$ cat src/rtl/bpb_pkg.sv
// Shared types and sizing helpers for the BPB update scheduler.
//   bpb_upd_t         : one queued table update (tag, direction, target, mistake)
//   bpb_sched_state_e : scheduler phase, clear sweep (INIT) or normal issue (RUN)
//   bpb_idx_w()       : entry index width for a given table size
package bpb_pkg;

    localparam int BPB_ENTRIES = 8;
    localparam int BPB_TAG_W   = 16;

    typedef struct packed {
        logic [BPB_TAG_W-1:0] tag;
        logic                 taken;
        logic [31:0]          target;
        logic                 mistake;
    } bpb_upd_t;

    typedef enum logic {
        INIT = 1'b0,
        RUN  = 1'b1
    } bpb_sched_state_e;

    // Index width of a table with the given number of entries (at least 1 bit).
    function automatic int bpb_idx_w(input int entries);
        int w;
        w = $clog2(entries);
        if (w < 1) begin
            w = 1;
        end else begin
            w = w;
        end
        return w;
    endfunction

endpackage

$ cat src/rtl/bpb_upd_fifo.sv
// In-order update queue with two write lanes and one read lane.
//   clk, reset       : clock, synchronous active-high reset (empties the queue)
//   push_a, data_a   : first (older) write lane
//   push_b, data_b   : second (younger) write lane; only used together with push_a
//   pop              : remove the head entry
//   head             : oldest entry (valid when count != 0)
//   count            : number of occupied slots
// The caller guarantees there is room for every push and that pop only
// happens when count != 0.
module bpb_upd_fifo #(
    parameter int DW     = 50,
    parameter int QDEPTH = 4,
    parameter int PW     = (QDEPTH > 2) ? $clog2(QDEPTH) : 1,
    parameter int CW     = $clog2(QDEPTH) + 1
) (
    input  logic          clk,
    input  logic          reset,
    input  logic          push_a,
    input  logic [DW-1:0] data_a,
    input  logic          push_b,
    input  logic [DW-1:0] data_b,
    input  logic          pop,
    output logic [DW-1:0] head,
    output logic [CW-1:0] count
);

    logic [DW-1:0] r_mem [QDEPTH];
    logic [PW-1:0] r_wptr;
    logic [PW-1:0] r_rptr;
    logic [CW-1:0] r_count;
    logic [CW-1:0] w_nadd;
    logic [CW-1:0] w_npop;

    // Number of entries added and removed this cycle.
    always_comb begin
        w_nadd = CW'(push_a) + CW'(push_b);
        w_npop = CW'(pop);
    end

    // Entry storage; lane b lands in the slot right after lane a.
    always_ff @(posedge clk) begin
        if (push_a) begin
            r_mem[r_wptr] <= data_a;
        end
        if (push_b) begin
            r_mem[r_wptr + PW'(1)] <= data_b;
        end
    end

    // Pointers and occupancy; pointers wrap because QDEPTH is a power of two.
    always_ff @(posedge clk) begin
        if (reset) begin
            r_wptr  <= '0;
            r_rptr  <= '0;
            r_count <= '0;
        end else begin
            r_wptr  <= r_wptr + PW'(w_nadd);
            r_rptr  <= r_rptr + PW'(w_npop);
            r_count <= r_count + w_nadd - w_npop;
        end
    end

    assign head  = r_mem[r_rptr];
    assign count = r_count;

endmodule

$ cat src/rtl/bpb_update_sched.sv
// BPB write scheduler for a 2-way core. After reset it sweeps every BPB entry
// with a clear write, then issues queued branch resolutions, one per cycle.
//   clk, reset          : clock, synchronous active-high reset
//   stall               : write port frozen (no pop, no sweep advance)
//   res0_*/res1_*       : older/younger branch resolutions
//   res_ready           : queue can accept two entries this cycle
//   upd_*               : BPB write port (strobe, clear flag, index, payload)
//   init_done           : clear sweep finished
//   drop_cnt            : saturating count of dropped resolutions
module bpb_update_sched
    import bpb_pkg::*;
#(
    parameter int ENTRIES   = BPB_ENTRIES,
    parameter int TAG_WIDTH = BPB_TAG_W,
    parameter int IDX_W     = bpb_idx_w(ENTRIES),
    parameter int QDEPTH    = 4
) (
    input  logic                 clk,
    input  logic                 reset,
    input  logic                 stall,
    input  logic                 res0_valid,
    input  logic [TAG_WIDTH-1:0] res0_pc,
    input  logic                 res0_taken,
    input  logic [31:0]          res0_target,
    input  logic                 res0_mistake,
    input  logic                 res1_valid,
    input  logic [TAG_WIDTH-1:0] res1_pc,
    input  logic                 res1_taken,
    input  logic [31:0]          res1_target,
    input  logic                 res1_mistake,
    output logic                 res_ready,
    output logic                 upd_valid,
    output logic                 upd_clear,
    output logic [IDX_W-1:0]     upd_idx,
    output logic [TAG_WIDTH-1:0] upd_tag,
    output logic                 upd_taken,
    output logic [31:0]          upd_target,
    output logic                 upd_mistake,
    output logic                 init_done,
    output logic [7:0]           drop_cnt
);

    localparam int CW = $clog2(QDEPTH) + 1;
    localparam int DW = $bits(bpb_upd_t);

    bpb_sched_state_e r_state;
    bpb_sched_state_e w_state_next;
    logic [IDX_W-1:0] r_init_ptr;
    logic [7:0]       r_drop_cnt;

    bpb_upd_t         w_res0;
    bpb_upd_t         w_res1;
    bpb_upd_t         w_data_a;
    bpb_upd_t         w_head;
    logic [CW-1:0]    w_count;
    logic [CW-1:0]    w_free;
    logic             w_ready;
    logic             w_push0;
    logic             w_push1;
    logic             w_push_a;
    logic             w_push_b;
    logic             w_pop;
    logic [1:0]       w_ndrop;
    logic [8:0]       w_drop_sum;

    // Pack the two resolution slots into queue entries.
    always_comb begin
        w_res0 = '{tag: res0_pc, taken: res0_taken, target: res0_target, mistake: res0_mistake};
        w_res1 = '{tag: res1_pc, taken: res1_taken, target: res1_target, mistake: res1_mistake};
    end

    // Acceptance uses the registered count, so a same-cycle pop never frees room.
    // A lone res1 is compacted onto lane a so it takes the next single slot.
    always_comb begin
        w_free   = CW'(QDEPTH) - w_count;
        w_ready  = (r_state == RUN) && (w_free >= CW'(2));
        w_push0  = w_ready && res0_valid;
        w_push1  = w_ready && res1_valid;
        w_push_a = w_push0 || w_push1;
        w_push_b = w_push0 && w_push1;
        if (w_push0) begin
            w_data_a = w_res0;
        end else begin
            w_data_a = w_res1;
        end
        w_pop = (r_state == RUN) && (w_count != '0) && !stall;
        if (w_ready) begin
            w_ndrop = 2'd0;
        end else begin
            w_ndrop = 2'(res0_valid) + 2'(res1_valid);
        end
        w_drop_sum = 9'(r_drop_cnt) + 9'(w_ndrop);
    end

    bpb_upd_fifo #(
        .DW     (DW),
        .QDEPTH (QDEPTH)
    ) u_fifo (
        .clk    (clk),
        .reset  (reset),
        .push_a (w_push_a),
        .data_a (w_data_a),
        .push_b (w_push_b),
        .data_b (w_res1),
        .pop    (w_pop),
        .head   (w_head),
        .count  (w_count)
    );

    // Next phase: leave the sweep after the last entry is cleared unstalled.
    always_comb begin
        w_state_next = r_state;
        case (r_state)
            INIT: begin
                if (!stall && (r_init_ptr == IDX_W'(ENTRIES - 1))) begin
                    w_state_next = RUN;
                end else begin
                    w_state_next = INIT;
                end
            end
            RUN:     w_state_next = RUN;
            default: w_state_next = INIT;
        endcase
    end

    // Phase register, sweep pointer and saturating drop counter.
    always_ff @(posedge clk) begin
        if (reset) begin
            r_state    <= INIT;
            r_init_ptr <= '0;
            r_drop_cnt <= 8'd0;
        end else begin
            r_state <= w_state_next;
            if ((r_state == INIT) && !stall) begin
                r_init_ptr <= r_init_ptr + IDX_W'(1);
            end else begin
                r_init_ptr <= r_init_ptr;
            end
            if (w_drop_sum > 9'd255) begin
                r_drop_cnt <= 8'd255;
            end else begin
                r_drop_cnt <= w_drop_sum[7:0];
            end
        end
    end

    // Write-port mux: clear sweep drives zero payload, RUN drives the queue head.
    always_comb begin
        upd_valid   = 1'b1;
        upd_clear   = 1'b1;
        upd_idx     = r_init_ptr;
        upd_tag     = '0;
        upd_taken   = 1'b0;
        upd_target  = 32'd0;
        upd_mistake = 1'b0;
        init_done   = 1'b0;
        case (r_state)
            INIT: begin
                upd_valid = 1'b1;
                upd_clear = 1'b1;
                upd_idx   = r_init_ptr;
            end
            RUN: begin
                upd_valid   = (w_count != '0);
                upd_clear   = 1'b0;
                upd_idx     = w_head.tag[IDX_W-1:0];
                upd_tag     = w_head.tag;
                upd_taken   = w_head.taken;
                upd_target  = w_head.target;
                upd_mistake = w_head.mistake;
                init_done   = 1'b1;
            end
            default: begin
                upd_valid = 1'b1;
                upd_clear = 1'b1;
            end
        endcase
    end

    assign res_ready = w_ready;
    assign drop_cnt  = r_drop_cnt;

endmodule
$ cat config.mk
export PLATFORM = sky130hd
export DESIGN_NAME = bpb_update_sched
export DESIGN_NICKNAME = d
export VERILOG_FILES = /design/src/rtl/bpb_pkg.sv /design/src/rtl/bpb_upd_fifo.sv /design/src/rtl/bpb_update_sched.sv
export SDC_FILE = /design/constraint.sdc
export NUM_CORES = 1
export LEC_CHECK = 0
export ABC_AREA = 1
export BUFFER_PORTS_ARGS = -buffer_cell sky130_fd_sc_hd__buf_2
export CORE_MARGIN = 10
export CORE_UTILIZATION = 40
export DETAILED_ROUTE_END_ITERATION = 10
export PLACE_DENSITY_LB_ADDON = 0.25
export SLEW_MARGIN = 20
export SYNTH_ARGS = -nofsm -noshare
export SYNTH_HDL_FRONTEND = slang
export SYNTH_HIERARCHICAL = 1
export SYNTH_SLANG_ARGS = --single-unit
$ cat constraint.sdc
create_clock -name clk -period 9.1 [get_ports clk]
set_clock_uncertainty 0.05 [all_clocks]
set_input_delay 0 -clock clk [delete_from_list [all_inputs] [get_ports clk]]
set_output_delay 0 -clock clk [all_outputs]
set_load 0.05 [all_outputs]
* Word-level counts from Yosys, hierarchy flattened
Memory sizes are Yosys's and may differ from the RTL's. A register that Yosys moved wholly into a read port is not among the register bits.
Cells that the tools add are included.
** Word-level totals
- Flip-flop bits (word level) :: 19
- RAM bits :: 200
- Logic and storage cells :: 50
- Memories kept :: 1
** Memories
- u_fifo.r_mem :: words 4, width 50, read ports 1, clocked after memory_dff 1, wr ports 2, line bpb_upd_fifo.sv:27 : logic [DW-1:0] r_mem [QDEPTH];
** Operators by class
- Add/sub/neg operators :: 10
- Magnitude comparators :: 2
- Equal/unequal tests :: 1
- Mux-type cells :: 18
- Bitwise logic cells :: 1
- Reductions and logical operators :: 11
** Operator list (number)
- $mux 50 :: 1
- $mux 32 :: 1
- $mux 16 :: 1
- $add 8x2->9 :: 1
- $gt 9x8->1 const B :: 1
- $logic_and 1x1->1 :: 8
- $mux 1 :: 8
- $mux 8 :: 1
- $pmux 1 s2 :: 3
- $pmux 3 s2 :: 1
- $add 1x1->2 :: 2
- $mux 2 :: 2
- $add 3x1->3 const B :: 1
- $add 3x3->3 :: 1
- $eq 3x3->1 const B :: 1
- $ge 3x2->1 const B :: 1
- $reduce_bool 3->1 :: 1
- $sub 3x1->3 :: 1
- $sub 3x3->3 const A :: 1
- $add 2x1->2 :: 1
- $add 2x1->2 const B :: 1
- $add 2x2->2 :: 1
- $logic_not 1->1 :: 1
- $logic_or 1x1->1 :: 1
- $not 1->1 :: 1

* Logic depth before layout (Yosys ltp)
- Depth after elaboration :: 8
- Depth in mapped cells :: 18
- Depth with buffers taken out :: 17

* By module
Netlist, hierarchy kept.
** Modules (own cells, without submodules)
- bpb_upd_fifo :: instances 1, cells an instance 1135, area each 10512.6 sq um, seq. area each 6145.9 sq um
- bpb_update_sched :: instances 1, cells an instance 376, area each 1889.3 sq um, seq. area each 240.2 sq um

* Worst setup path before layout
No wires, ideal clock.
- Kind :: flip-flop to flip-flop
- Start point :: register u_fifo.r_count[0] (netlist: u_fifo/count[0])
- End point :: memory u_fifo.r_mem[0][0] (enable)
- Arrival time :: 5.289 ns
- Required time :: 8.518 ns
- Slack :: 3.229 ns
- Cell stages (with the launch flop) :: 12
- Path buffers :: 1
- Clock period less this slack :: 5.871 ns
- Cells stage by stage :: dfxtp_1 inv_1 ha_1 ha_1 nand3b_1 nand2_1 inv_2 nand2_4 buf_6 o21ai_0 inv_1 o31ai_1
** RTL lines
- from (decl) :: line bpb_upd_fifo.sv:30 : logic [CW-1:0] r_count;
- from (signal assigned) :: line bpb_upd_fifo.sv:59 : r_count <= r_count + w_nadd - w_npop;
- to (decl) :: line bpb_upd_fifo.sv:27

==> flow_summary_export.csv <==
group,metric,value,unit
floorplanning,io_pins,170,
worst_setup_path,r2r_slack,4.76,ns
sta,setup_tns,0,ns
worst_setup_path,cp_max_fo,57,
floorplanning,core,0.0306,mm²
worst_setup_path,critPathArrivalTime,4.42,ns
power,p_sw,0.472,mW
sta,rsz0062_at_grt,"false",
logic_synthesis,netlist_area,0.0124,mm²
clocking,cts.sinks,219,
placement,io_buffers,169,
clocking,cts_setup_buffers,0,
sta,finalSetupViolations,0,
power,comb_power_share,0.096,
drt,drt_wl_total,32600,µm
min_path,hp-start,"res0_pc[5]",
floorplanning,fp-row-count,64,
min_path,holdCritPathClass,"in2reg",
logic_synthesis,syn_inst,1511,
drt,drc_errors,0,
worst_setup_path,rr_endpoint,"u_fifo/r_mem[0][23]",
power,switching_share,0.222,
worst_setup_path,reg2reg_from,"u_fifo/count[0]",
floorplanning,dieArea,0.0384,mm²
logic_synthesis,syn_avg_cell_area,8.21,µm²
worst_setup_path,r2r_cells,12,
worst_setup_path,cp.required,9.18,ns
power,p_leak,7.27,nW
layout,final_cells,2174,
logic_synthesis,ys_seq_area_frac,0.515,
logic_synthesis,ys_top_cells_by_area,"edfxtp_1 48%, nand2_1 14%, inv_1 7.2%",
min_path,hold_depth,5,
global_route,overflow,0,
layout,final_util,0.505,
power,powerDensity,138,mW/mm²
global_route,grt_pass1_wl,52700,µm
power,irDropWorstVdd,0.113,mV
floorplanning,initial_core_util,0.405,
layout,nets,1885,
clocking,cts.path.max_buffers,3,
logic_synthesis,yosys.area.top_type,"edfxtp_1",
layout,n_fill_cell,2932,
power,pwr-share-clk,0.384,
drt,post_drt_wl_per_cell,15.0,µm
floorplanning,die_w,196,µm
clocking,htree_levels,1,
logic_synthesis,ys_ff_latch,219,
placement,gp_congestion,0.770,
drt,ant_nets,0,
worst_setup_path,critPathLaunchType,"register",
sta,finalCritPeriodShare,0.477,
logic_synthesis,synthMostInstantiatedCell,"nand2_1",
status,status,"finished, final reports clean",
sta,period_minus_slack,4.34,ns
logic_synthesis,synthArstFlopShare,0,
global_route,grt_antenna_before_repair,0,
sta,finalHoldViolCount,0,
clocking,cts.clk_slew.worst_paths,0.06,ns
clocking,cts_tree,"built",
global_route,grtUsageTotal,0.164,
logic_synthesis,synth_commonest_cells,"476 x nand2_1, 238 x inv_1, 200 x edfxtp_1, 175 x o21ai_1, 80 x o21ai_0",
floorplanning,die_y,196,µm
layout,fin_area,0.0154,mm²
layout,layout-drive-gt1-share,0.128,
placement,dpl_cell_area,0.0133,mm²
drt,dr.pass1.iters,5,
sta,tightest_slew,1.06,ns
power,power_frac_seq,0.520,
drt,via_count,10664,
flow_run,maxCapViolations,0,
sta,clock.fmax,230,MHz
clocking,cts_made_buffers,22,
global_route,grt_pass1_vias,10292,
clocking,clock-root-buffer,"clkbuf_16",
placement,place_inst,1987,
min_path,hold-path-endpoint,"u_fifo/r_mem[0][39]",
worst_setup_path,critical_path_class,"reg2reg",
logic_synthesis,synthDistinctLibCells,31,
worst_setup_path,end_kind,"register",
logic_synthesis,synthFlopType,"edfxtp_1",
logic_synthesis,synthesis.nets,1632,
drt,viasPerCell,4.91,
power,power,2.13,mW
global_route,grt_max_degree,109,
logic_synthesis,synth-edff-count,200,
logic_synthesis,synth.top_cell.area_share,0.484,
clocking,insertion_delay,0.50,ns
drt,drt_iter0_drc,739,
layout,area_growth,24.5,%
power,internal_power,1.66,mW
logic_synthesis,synth_warnings,6,
placement,dp_hpwl,20500,µm
sta,drv_slew,0,
sta,slew_headroom,0.294,
layout,n_antenna_cell,0,
[final cells by class]
class                   count  area (µm²)  area share
flip-flops and latches    219        6390       0.414
multi-input cells         951        4550       0.295
repair buffers            329        2450       0.159
inverters                 241         905      0.0586
clock buffers              28         594      0.0385
well taps                 396         495      0.0321
clock inverters            10        41.3     0.00267
[kinds of logic (layout without fill, tap and decap cells)]
family / Yosys count / count (layout) / share of synthesized area
AND/OR/NAND/NOR: 562 / 562 / 0.180
AO/OA/AOI/OAI: 371 / 371 / 0.161
buffers and inverters: 341 / 608 / 0.125
flip-flops: 219 / 219 / 0.515
adder cells (fa/ha/maj): 16 / 16 / 0.0174
XOR/XNOR: 2 / 2 / 0.00141
[stage by stage]
stage	hold slack (ns)	worst slack, ns
CTS	0.000391	4.22
finish	0.0119	4.76
global route	0.0421	4.43
detailed placement	0.242	4.25
floorplan	0.0212	3.23
global placement	0.240	4.38
[state kept, by name, indices dropped and copies added (netlist names)]
name           flops
u_fifo/count       3
u_fifo/r_rptr      2
r_state            1
drop_cnt           8
u_fifo/r_wptr      2
r_init_ptr         3
u_fifo/r_mem     200
[layout by cell type, fill, tap and decap left out]
| cell | n |
|---|---|
| edfxtp_1 | 200 |
| clkinv_1 | 7 |
| a21oi_1 | 60 |
| buf_4 | 11 |
| o21ai_1 | 175 |
| nand2_4 | 1 |
| nand3b_1 | 1 |
| dfxtp_4 | 2 |
| inv_2 | 3 |
| nand3_1 | 58 |
| fa_1 | 2 |
| dfxtp_1 | 16 |
| o21ai_0 | 80 |
| buf_16 | 2 |
| nand2_1 | 475 |
| inv_1 | 238 |
| a31oi_1 | 1 |
| clkbuf_16 | 23 |
| nor3_1 | 2 |
| o21ai_2 | 1 |
| nand3_4 | 5 |
| dfxtp_2 | 1 |
| o31ai_4 | 3 |
| ha_1 | 14 |
| clkbuf_1 | 5 |
| nand2_2 | 2 |
| dlygate4sd3_1 | 147 |
| clkinv_2 | 3 |
| buf_2 | 169 |
| nand3_2 | 1 |
| o211ai_1 | 50 |
| o21bai_1 | 1 |
| nor2_1 | 16 |
| nor2_4 | 1 |
| xnor2_1 | 2 |
[layer usage]
metal / track usage / vias up / wire, µm
met3: 0.0215 / 41 / 1600
li1: - / 5456 / -
met2: 0.288 / 269 / 15700
met4: 0.0452 / 0 / 614
met1: 0.207 / 4898 / 14700
met5: 0 / - / 0
[how the worst max path moves through the flow]
stage | from | to
2_1_floorplan | u_fifo/count[0] | u_fifo/r_mem[0][0]
4_1_cts | u_fifo/count[0] | u_fifo/r_mem[0][23]
3_5_place_dp | u_fifo/count[0] | u_fifo/r_mem[0][17]
3_3_place_gp | u_fifo/count[0] | u_fifo/r_mem[0][22]
5_1_grt | u_fifo/count[0] | u_fifo/r_mem[0][23]
6_report | u_fifo/count[0] | u_fifo/r_mem[0][23]
[power by group through the flow]
stage               Combinational, mW  Sequential [mW]  Clock, mW
floorplan                      0.0917             1.14          0
global placement                0.150             1.13          0
detailed placement              0.155             1.13          0
CTS                             0.205             1.11      0.838
global route                    0.231             1.11      0.874
finish                          0.205             1.11      0.818
[timing repair]
action	in CTS	in global routing
hold buffers	147	0
gates resized for setup	0	0
hold endpoints to repair	219	0
[critical path, stage by stage, from the launching register on]
cell      delay (ns)
dfxtp_1         0.34
inv_1           0.06
ha_1            0.20
ha_1            0.27
nand3b_1        0.08
nand2_1         0.07
inv_2           0.08
nand2_4         0.33
nor2_1          0.73
nand3_4         0.52
buf_16          0.38
o31ai_4         0.23
buf_4           0.61
No activity file was read; power rests on OpenSTA's default activity.
